### config.mk
export PLATFORM = sky130hd
export DESIGN_NAME = lsu_ctrl_flat
export DESIGN_NICKNAME = d
export VERILOG_FILES = /design/src/rtl/lsu_ctrl_if.sv /design/src/rtl/lsu_ctrl.sv /design/src/flat_wrapper.sv
export SDC_FILE = /design/constraint.sdc
export NUM_CORES = 1
export LEC_CHECK = 0
export ABC_AREA = 1
export ABC_CLOCK_PERIOD_IN_PS = 4950
export BUFFER_PORTS_ARGS = -buffer_cell sky130_fd_sc_hd__buf_4
export CORE_ASPECT_RATIO = 0.8
export CORE_UTILIZATION = 45
export DETAILED_ROUTE_END_ITERATION = 10
export PLACE_DENSITY = 0.81
export SYNTH_ARGS = -nofsm -noshare
export SYNTH_HDL_FRONTEND = slang
export SYNTH_SLANG_ARGS = --single-unit
### constraint.sdc
create_clock -name clk -period 4.95 [get_ports clk]
set_input_delay 0 -clock clk [delete_from_list [all_inputs] [get_ports clk]]
set_output_delay 0 -clock clk [all_outputs]
set_load 0.01 [all_outputs]
### src/rtl/lsu_ctrl_if.sv
`default_nettype none
// ============================================================================
//  Module      : lsu_ctrl_if
//  Description : Data-memory valid/ready bus between the load/store unit and
//                the data memory. One request channel (valid/ready) and one
//                response channel (valid only, always accepted).
//  Modports    : master - the LSU side (drives requests, consumes responses)
//                slave  - the memory side (accepts requests, drives responses)
//  Signals     : mem_req_valid  request valid
//                mem_req_ready  memory accepts the request
//                mem_req_we     1 = write
//                mem_req_addr   word-aligned byte address
//                mem_req_wdata  lane-replicated store data
//                mem_req_wstrb  byte enables (0000 on reads)
//                mem_resp_valid response valid
//                mem_resp_rdata read word
//                mem_resp_err   bus error
//  Revision    : 1.0 - initial release
// ============================================================================
interface lsu_ctrl_if;
    logic        mem_req_valid;
    logic        mem_req_ready;
    logic        mem_req_we;
    logic [31:0] mem_req_addr;
    logic [31:0] mem_req_wdata;
    logic [3:0]  mem_req_wstrb;
    logic        mem_resp_valid;
    logic [31:0] mem_resp_rdata;
    logic        mem_resp_err;

    modport master (
        output mem_req_valid,
        input  mem_req_ready,
        output mem_req_we,
        output mem_req_addr,
        output mem_req_wdata,
        output mem_req_wstrb,
        input  mem_resp_valid,
        input  mem_resp_rdata,
        input  mem_resp_err
    );

    modport slave (
        input  mem_req_valid,
        output mem_req_ready,
        input  mem_req_we,
        input  mem_req_addr,
        input  mem_req_wdata,
        input  mem_req_wstrb,
        output mem_resp_valid,
        output mem_resp_rdata,
        output mem_resp_err
    );
endinterface
`default_nettype wire

### src/rtl/lsu_ctrl.sv
`default_nettype none
// ============================================================================
//  Module      : lsu_ctrl
//  Description : Load/store unit sitting after the control decoder. Accepts
//                one memory-stage request at a time, issues a single
//                outstanding access on the data-memory bus, and returns
//                aligned and extended load data or a fault to writeback.
//                The memory stage is held off through in_ready while busy.
//  Parameters  : TIMEOUT_CYCLES - cycles to wait for a response before an
//                                 access fault (0 disables the timeout)
//                CNT_W          - timeout counter width
//  Ports       : clk, rst_n     clock / asynchronous active-low reset
//                in_valid/in_ready            memory-stage handshake
//                mem_rd_en, mem_wr_en, mem_op decoder controls
//                addr, wdata                  effective address, rs2 data
//                mem (lsu_ctrl_if.master)     data-memory bus
//                out_valid, out_rdata, out_err, out_cause  completion
//  Config      : `define LSU_MISALIGN_TRAP_EN to trap misaligned half/word
//                accesses in IDLE (cause 4 load / 6 store, no bus access).
//                Without it, sub-word address bits are simply ignored.
//  Revision    : 1.0 - initial release
// ============================================================================
module lsu_ctrl #(
    parameter int unsigned TIMEOUT_CYCLES = 255,
    parameter int unsigned CNT_W          = 8
) (
    input  wire logic        clk,
    input  wire logic        rst_n,
    input  wire logic        in_valid,
    output logic             in_ready,
    input  wire logic        mem_rd_en,
    input  wire logic        mem_wr_en,
    input  wire logic [2:0]  mem_op,
    input  wire logic [31:0] addr,
    input  wire logic [31:0] wdata,
    lsu_ctrl_if.master       mem,
    output logic             out_valid,
    output logic [31:0]      out_rdata,
    output logic             out_err,
    output logic [3:0]       out_cause
);

    typedef enum logic [1:0] {
        S_IDLE = 2'd0,
        S_REQ  = 2'd1,
        S_WAIT = 2'd2,
        S_DONE = 2'd3
    } state_t;

    localparam logic [3:0] c_CAUSE_ILLEGAL  = 4'd2;
    localparam logic [3:0] c_CAUSE_LD_ACC   = 4'd5;
    localparam logic [3:0] c_CAUSE_ST_ACC   = 4'd7;
`ifdef LSU_MISALIGN_TRAP_EN
    localparam logic [3:0] c_CAUSE_LD_MIS   = 4'd4;
    localparam logic [3:0] c_CAUSE_ST_MIS   = 4'd6;
`endif

    localparam bit             c_TMO_EN   = (TIMEOUT_CYCLES != 0);
    localparam logic [CNT_W-1:0] c_TMO_LAST =
        (TIMEOUT_CYCLES == 0) ? '0 : CNT_W'(TIMEOUT_CYCLES - 1);

    // ------------------------------------------------------------------
    // State and captured request
    // ------------------------------------------------------------------
    state_t            state_q,     state_d;
    logic [CNT_W-1:0]  cnt_q,       cnt_d;
    logic              is_load_q,   is_load_d;
    logic [2:0]        op_q,        op_d;
    logic [1:0]        addr_lo_q,   addr_lo_d;
    logic              req_we_q,    req_we_d;
    logic [31:0]       req_addr_q,  req_addr_d;
    logic [31:0]       req_wdata_q, req_wdata_d;
    logic [3:0]        req_wstrb_q, req_wstrb_d;
    logic [31:0]       rdata_q,     rdata_d;
    logic              err_q,       err_d;
    logic [3:0]        cause_q,     cause_d;

    // ------------------------------------------------------------------
    // Request decode (combinational on the incoming request)
    // ------------------------------------------------------------------
    logic        w_ld_legal;
    logic        w_st_legal;
    logic        w_illegal;
    logic [3:0]  w_wstrb;
    logic [31:0] w_wdata;

    always_comb begin
        w_ld_legal = (mem_op == 3'b000) || (mem_op == 3'b001) || (mem_op == 3'b010) ||
                     (mem_op == 3'b100) || (mem_op == 3'b101);
        w_st_legal = (mem_op == 3'b000) || (mem_op == 3'b001) || (mem_op == 3'b010);
        w_illegal  = (mem_rd_en && mem_wr_en) ||
                     (mem_rd_en && !w_ld_legal) ||
                     (mem_wr_en && !w_st_legal);
    end

    // Store lane steering: data is replicated so the memory can pick the
    // enabled lanes without knowing the access size.
    always_comb begin
        w_wstrb = 4'b0000;
        w_wdata = 32'h0;
        if (mem_wr_en) begin
            case (mem_op[1:0])
                2'b00: begin
                    w_wstrb = 4'b0001 << addr[1:0];
                    w_wdata = {4{wdata[7:0]}};
                end
                2'b01: begin
                    w_wstrb = addr[1] ? 4'b1100 : 4'b0011;
                    w_wdata = {2{wdata[15:0]}};
                end
                default: begin
                    w_wstrb = 4'b1111;
                    w_wdata = wdata;
                end
            endcase
        end
    end

`ifdef LSU_MISALIGN_TRAP_EN
    logic w_misalign;
    always_comb begin
        w_misalign = ((mem_op[1:0] == 2'b01) && addr[0]) ||
                     ((mem_op[1:0] == 2'b10) && (addr[1:0] != 2'b00));
    end
`endif

    // Load extraction: byte lanes select by addr[1:0], halves by addr[1];
    // words take the full bus word.
    function automatic logic [31:0] load_extract(
        input logic [2:0]  op,
        input logic [1:0]  lo,
        input logic [31:0] word
    );
        logic [31:0] sh_b;
        logic [31:0] sh_h;
        logic [31:0] res;
        sh_b = word >> {lo, 3'b000};
        sh_h = word >> {lo[1], 4'b0000};
        case (op)
            3'b000:  res = {{24{sh_b[7]}}, sh_b[7:0]};
            3'b100:  res = {24'h0, sh_b[7:0]};
            3'b001:  res = {{16{sh_h[15]}}, sh_h[15:0]};
            3'b101:  res = {16'h0, sh_h[15:0]};
            3'b010:  res = word;
            default: res = 32'h0;
        endcase
        return res;
    endfunction

    // ------------------------------------------------------------------
    // Next-state logic
    // ------------------------------------------------------------------
    always_comb begin
        state_d     = state_q;
        cnt_d       = cnt_q;
        is_load_d   = is_load_q;
        op_d        = op_q;
        addr_lo_d   = addr_lo_q;
        req_we_d    = req_we_q;
        req_addr_d  = req_addr_q;
        req_wdata_d = req_wdata_q;
        req_wstrb_d = req_wstrb_q;
        rdata_d     = rdata_q;
        err_d       = err_q;
        cause_d     = cause_q;

        case (state_q)
            S_IDLE: begin
                if (in_valid) begin
                    is_load_d = mem_rd_en;
                    op_d      = mem_op;
                    addr_lo_d = addr[1:0];
                    rdata_d   = 32'h0;
                    err_d     = 1'b0;
                    cause_d   = 4'd0;
                    if (w_illegal) begin
                        err_d   = 1'b1;
                        cause_d = c_CAUSE_ILLEGAL;
                        state_d = S_DONE;
                    end else if (!mem_rd_en && !mem_wr_en) begin
                        // Not a memory instruction: complete without a bus access.
                        state_d = S_DONE;
                    end
`ifdef LSU_MISALIGN_TRAP_EN
                    else if (w_misalign) begin
                        err_d   = 1'b1;
                        cause_d = mem_rd_en ? c_CAUSE_LD_MIS : c_CAUSE_ST_MIS;
                        state_d = S_DONE;
                    end
`endif
                    else begin
                        req_we_d    = mem_wr_en;
                        req_addr_d  = {addr[31:2], 2'b00};
                        req_wdata_d = w_wdata;
                        req_wstrb_d = w_wstrb;
                        state_d     = S_REQ;
                    end
                end
            end

            S_REQ: begin
                if (mem.mem_req_ready) begin
                    cnt_d   = '0;
                    state_d = S_WAIT;
                end
            end

            S_WAIT: begin
                // A response in the expiry cycle takes priority over the timeout.
                if (mem.mem_resp_valid) begin
                    err_d   = mem.mem_resp_err;
                    cause_d = mem.mem_resp_err ?
                              (is_load_q ? c_CAUSE_LD_ACC : c_CAUSE_ST_ACC) : 4'd0;
                    rdata_d = (is_load_q && !mem.mem_resp_err) ?
                              load_extract(op_q, addr_lo_q, mem.mem_resp_rdata) : 32'h0;
                    state_d = S_DONE;
                end else if (c_TMO_EN && (cnt_q == c_TMO_LAST)) begin
                    err_d   = 1'b1;
                    cause_d = is_load_q ? c_CAUSE_LD_ACC : c_CAUSE_ST_ACC;
                    rdata_d = 32'h0;
                    state_d = S_DONE;
                end else begin
                    cnt_d = cnt_q + CNT_W'(1);
                end
            end

            S_DONE: begin
                state_d = S_IDLE;
            end

            default: begin
                state_d = S_IDLE;
            end
        endcase
    end

    // ------------------------------------------------------------------
    // Registers
    // ------------------------------------------------------------------
    always_ff @(posedge clk or negedge rst_n) begin
        if (!rst_n) begin
            state_q     <= S_IDLE;
            cnt_q       <= '0;
            is_load_q   <= 1'b0;
            op_q        <= 3'b000;
            addr_lo_q   <= 2'b00;
            req_we_q    <= 1'b0;
            req_addr_q  <= 32'h0;
            req_wdata_q <= 32'h0;
            req_wstrb_q <= 4'b0000;
            rdata_q     <= 32'h0;
            err_q       <= 1'b0;
            cause_q     <= 4'd0;
        end else begin
            state_q     <= state_d;
            cnt_q       <= cnt_d;
            is_load_q   <= is_load_d;
            op_q        <= op_d;
            addr_lo_q   <= addr_lo_d;
            req_we_q    <= req_we_d;
            req_addr_q  <= req_addr_d;
            req_wdata_q <= req_wdata_d;
            req_wstrb_q <= req_wstrb_d;
            rdata_q     <= rdata_d;
            err_q       <= err_d;
            cause_q     <= cause_d;
        end
    end

    // ------------------------------------------------------------------
    // Outputs: decoded from state so reset removes them immediately.
    // ------------------------------------------------------------------
    always_comb begin
        in_ready          = (state_q == S_IDLE);
        out_valid         = (state_q == S_DONE);
        out_rdata         = out_valid ? rdata_q : 32'h0;
        out_err           = out_valid & err_q;
        out_cause         = out_valid ? cause_q : 4'd0;
        mem.mem_req_valid = (state_q == S_REQ);
        mem.mem_req_we    = req_we_q;
        mem.mem_req_addr  = req_addr_q;
        mem.mem_req_wdata = req_wdata_q;
        mem.mem_req_wstrb = req_wstrb_q;
    end

endmodule
`default_nettype wire
### src/flat_wrapper.sv
// flat-port wrapper written by rule: the top's interface ports become plain ports
module lsu_ctrl_flat 
#(
    parameter int unsigned TIMEOUT_CYCLES = 255,
    parameter int unsigned CNT_W          = 8
)
  (clk, rst_n, in_valid, in_ready, mem_rd_en, mem_wr_en, mem_op, addr, wdata, out_valid, out_rdata, out_err, out_cause, mem_mem_req_valid, mem_mem_req_ready, mem_mem_req_we, mem_mem_req_addr, mem_mem_req_wdata, mem_mem_req_wstrb, mem_mem_resp_valid, mem_mem_resp_rdata, mem_mem_resp_err);
  lsu_ctrl_if mem_i ();
  input  wire logic clk;
  input  wire logic rst_n;
  input  wire logic in_valid;
  output logic in_ready;
  input  wire logic mem_rd_en;
  input  wire logic mem_wr_en;
  input  wire logic [2:0] mem_op;
  input  wire logic [31:0] addr;
  input  wire logic [31:0] wdata;
  output logic out_valid;
  output logic [31:0] out_rdata;
  output logic out_err;
  output logic [3:0] out_cause;
  output wire logic [$bits(mem_i.mem_req_valid)-1:0] mem_mem_req_valid;
  input wire logic [$bits(mem_i.mem_req_ready)-1:0] mem_mem_req_ready;
  output wire logic [$bits(mem_i.mem_req_we)-1:0] mem_mem_req_we;
  output wire logic [$bits(mem_i.mem_req_addr)-1:0] mem_mem_req_addr;
  output wire logic [$bits(mem_i.mem_req_wdata)-1:0] mem_mem_req_wdata;
  output wire logic [$bits(mem_i.mem_req_wstrb)-1:0] mem_mem_req_wstrb;
  input wire logic [$bits(mem_i.mem_resp_valid)-1:0] mem_mem_resp_valid;
  input wire logic [$bits(mem_i.mem_resp_rdata)-1:0] mem_mem_resp_rdata;
  input wire logic [$bits(mem_i.mem_resp_err)-1:0] mem_mem_resp_err;
  assign mem_mem_req_valid = mem_i.mem_req_valid;
  assign mem_i.mem_req_ready = mem_mem_req_ready;
  assign mem_mem_req_we = mem_i.mem_req_we;
  assign mem_mem_req_addr = mem_i.mem_req_addr;
  assign mem_mem_req_wdata = mem_i.mem_req_wdata;
  assign mem_mem_req_wstrb = mem_i.mem_req_wstrb;
  assign mem_i.mem_resp_valid = mem_mem_resp_valid;
  assign mem_i.mem_resp_rdata = mem_mem_resp_rdata;
  assign mem_i.mem_resp_err = mem_mem_resp_err;
  lsu_ctrl #(.TIMEOUT_CYCLES(TIMEOUT_CYCLES), .CNT_W(CNT_W)) u_core (.clk(clk), .rst_n(rst_n), .in_valid(in_valid), .in_ready(in_ready), .mem_rd_en(mem_rd_en), .mem_wr_en(mem_wr_en), .mem_op(mem_op), .addr(addr), .wdata(wdata), .mem(mem_i), .out_valid(out_valid), .out_rdata(out_rdata), .out_err(out_err), .out_cause(out_cause));
endmodule
==> impl_metrics.env <==
export IMPL_synth_cell_types=33
export IMPL_gr_total_overflow=0
export IMPL_cts_tree="yes"
export IMPL_cts_resized=0
export IMPL_h_tree_depth=4
export IMPL_leakage_nw=5.474
export IMPL_crit_start="u_core.state_q[0]$_DFFE_PN0P_"
export IMPL_drive_gt1_share_pct=22.76
export IMPL_synth_top_area_share_pct=46.97
export IMPL_wl_met1_microns=8732
export IMPL_power_density_nw_per_um2=483.0
export IMPL_yosysTopAreaCell="dfrtp_1"
export IMPL_cts_root_buf="clkbuf_16"
export IMPL_ys_ff_latch=118
export IMPL_path_max_fanout=35
export IMPL_grtUsageTotal_pct=30.63
export IMPL_worstHoldPathCells=5
export IMPL_cp_arrival_ns=3.46
export IMPL_cpPeakStageDelay_ns=0.69
export IMPL_vias_per_cell=5.164
export IMPL_synth_area_leaders="dfrtp_1 47%, nand2_1 27%, nand3_1 3.7%"
export IMPL_p_int_mw=2.825
export IMPL_num_vias=7033
export IMPL_synth_area_sq_um=6286
export IMPL_die_w_microns=134.1
export IMPL_rr_startpoint="u_core.state_q[0]$_DFFE_PN0P_"
export IMPL_cpMaxStageDelayCell="nand3_2"
export IMPL_timing_final_hold_violations=0
export IMPL_drtAntennaViolNets=0
export IMPL_cts_setup_buffers=0
export IMPL_first_global_vias=6726
export IMPL_p_sw_share_pct=38.77
export IMPL_diodes=0
export IMPL_r2r_end="u_core.mem.mem_req_addr[27]$_DFFE_PN0P_"
export IMPL_first_iter_violations=501
export IMPL_fp_dieH_microns=107.7
export IMPL_cp_common_cell="nand2_1"
export IMPL_crit_path_start_kind="flip-flop"
export IMPL_nets=1282
export IMPL_drt_pass1_iterations=5
export IMPL_port_buffers=212
export IMPL_layout_min_cycle_time_ns=3.175
export IMPL_ioPinCount=216
export IMPL_post_route_period_util_pct=64.14
export IMPL_grt_pass1_wl_microns=34280
export IMPL_wl_microns=21250
export IMPL_r2r_cells=8
export IMPL_start_util_pct=46.23
export IMPL_path_clk_slew_ns=0.05
export IMPL_num_rows=38
export IMPL_worstSetupPathType="flip-flop to flip-flop"
export IMPL_fmaxAchievable_mhz=315.0
export IMPL_dpl_cell_count=1221
export IMPL_finalClockSkew_ns=0.01311
export IMPL_maxSlewViolCount=0
export IMPL_detailed_place_hpwl_microns=12290
export IMPL_instances_no_fill=1362
export IMPL_crit_buf_inv=3
export IMPL_yosys_warnings=0
export IMPL_numCtsBuffers=17
export IMPL_clock_sinks=118
export IMPL_tightest_slew_ns=0.9463
export IMPL_gp_congestion=0.8621
export IMPL_power_switching_mw=1.789
export IMPL_dr_wl_met3_microns=2077
export IMPL_cp_num_cells=8
export IMPL_final_cell_area_sq_um=9552
export IMPL_crit_family="buffers and inverters"
export IMPL_synth_seq_area_share_pct=46.97
export IMPL_syn2layout_area_growth_pct=51.95
export IMPL_die_area_sq_um=14450
export IMPL_setup_violations=0
export IMPL_clock_latency_ns=0.41
export IMPL_ys_flop_type="dfrtp_1"
export IMPL_yosysMostFrequentCell="nand2_1"
export IMPL_avgSynthCellArea_sq_um=7.184
export IMPL_peakVddDrop_v=0.0004663
export IMPL_relSlewSlack_pct=36.42
export IMPL_drv_cap=0
export IMPL_tns_ns=0
export IMPL_status="complete, no violations"
export IMPL_hold_buffers=109
export IMPL_p_comb_share_pct=39.2
export IMPL_critPathCaptureType="flip-flop"
export IMPL_avgRoutedWirePerCell_microns=15.60
export IMPL_dr_wl_met2_microns=9946
export IMPL_seqPwrFrac_pct=33.0
export IMPL_p_total_mw=4.614
export IMPL_antenna_found_initial=0
export IMPL_synthArstFlopShare_pct=100.0
export IMPL_drc=0
export IMPL_reg2reg_setup_slack_ns=1.78
export IMPL_rsz0062_at_grt="no"
export IMPL_clkPwrFrac_pct=27.8
export IMPL_place_area_sq_um=7844
export IMPL_top_layer="met4"
export IMPL_core_sq_um=13600
export IMPL_crit_end="u_core.mem.mem_req_addr[27]$_DFFE_PN0P_"
export IMPL_grt_max_degree=64
export IMPL_synth_commonest_cells="453 x nand2_1, 118 x dfrtp_1, 61 x inv_1"
export IMPL_crit_chain="inv_1 -> ha_1 -> nand2_1 -> inv_2 -> nand3_2 -> buf_4 -> nand2_1 -> nand2_1"
export IMPL_syn_inst=875
export IMPL_synth_edff_count=0
export IMPL_hold_path_class="input port to flip-flop"
export IMPL_critPathRequiredTime_ns=5.24
export IMPL_cts_buffer_depth=2
## kinds of logic (layout without fill, tap and decap cells)
group / count (synthesis) / after routing / share of synthesized area (%)
AND/OR/NAND/NOR: 581 / 581 / 38.18
flip-flops: 118 / 118 / 46.97
buffers and inverters: 118 / 423 / 8.599
AO/OA/AOI/OAI: 50 / 50 / 4.857
adder cells (fa/ha/maj): 6 / 6 / 1.194
other: 1 / 3 / 0.05966
XOR/XNOR: 1 / 1 / 0.1394
## layout by cell type, fill, tap and decap left out, drive strengths merged, types with 15 or more instances in the layout
cell,count
inv,69
dfrtp,118
dlygate4sd3,109
clkbuf,18
o211ai,15
nand2,458
o21ai,26
buf,215
nand3,48
nor2,33
nand4,35
## stage by stage
step	worst slack (ns)	hold slack (ns)	util, %
after floorplan	3.316	-0.2956	-
after detailed placement	1.945	0.1492	57.68
after global placement	2.072	0.1429	57.68
after CTS	1.886	0.003823	70.22
final	1.775	0.03071	70.24
after global routing	1.598	0.03224	70.24
## final cells by class
cell class / count / area (sq um)
sequential: 118 / 2953
tap: 180 / 225.2
fill: 1016 / 4046
clock buffer: 18 / 439.2
timing repair buffer: 324 / 2705
multi-input combinational: 641 / 2803
clock inverter: 14 / 175.2
inverter: 67 / 251.5
## flip-flops by register name, summed over array words and instances, names as in the netlist
| name | flops |
|---|---|
| u_core.mem.mem_req_wdata | 32 |
| u_core.rdata_q | 32 |
| u_core.mem.mem_req_addr | 30 |
| u_core.cnt_q | 8 |
| u_core.mem.mem_req_wstrb | 4 |
| u_core.op_q | 3 |
| u_core.addr_lo_q | 2 |
| u_core.cause_q | 2 |
| u_core.state_q | 2 |
| u_core.err_q | 1 |
| u_core.is_load_q | 1 |
| u_core.mem.mem_req_we | 1 |
## metal layers
layer | vias up | track usage, %
met1 | 3262 | 39.24
li1 | 3328 | -
met3 | 57 | 8.945
met4 | 0 | 10.11
met5 | - | 0
met2 | 386 | 49.74
## worst min-delay path by stage
stage / startpoint / endpoint / slack (ns)
finish: mem_op[1] / u_core.mem.mem_req_wdata[23]$_DFFE_PN0P_ / 0.03
floorplan: rst_n / u_core.addr_lo_q[0]$_DFFE_PN0P_ / -0.30
CTS: mem_op[1] / u_core.mem.mem_req_wdata[23]$_DFFE_PN0P_ / 0.004
global placement: rst_n / u_core.cnt_q[4]$_DFFE_PN0P_ / 0.14
detailed placement: rst_n / u_core.cnt_q[2]$_DFFE_PN0P_ / 0.15
global route: mem_op[1] / u_core.mem.mem_req_wdata[23]$_DFFE_PN0P_ / 0.03
## power groups by stage
| stage | clock (mW) | combinational [mW] | sequential, mW |
|---|---|---|---|
| after floorplan | 0 | 0.945 | 1.56 |
| after global placement | 0 | 1.65 | 1.51 |
| after detailed placement | 0 | 1.70 | 1.50 |
| after CTS | 1.29 | 1.77 | 1.51 |
| after global routing | 1.35 | 2.01 | 1.56 |
| final | 1.28 | 1.81 | 1.52 |
## worst min-delay path, delay by kind of cell
kind	cells	cell delay (ns)
buffers and inverters	1	0.16
AND/OR/NAND/NOR	4	0.24
No activity file was read; power rests on OpenSTA's default activity.
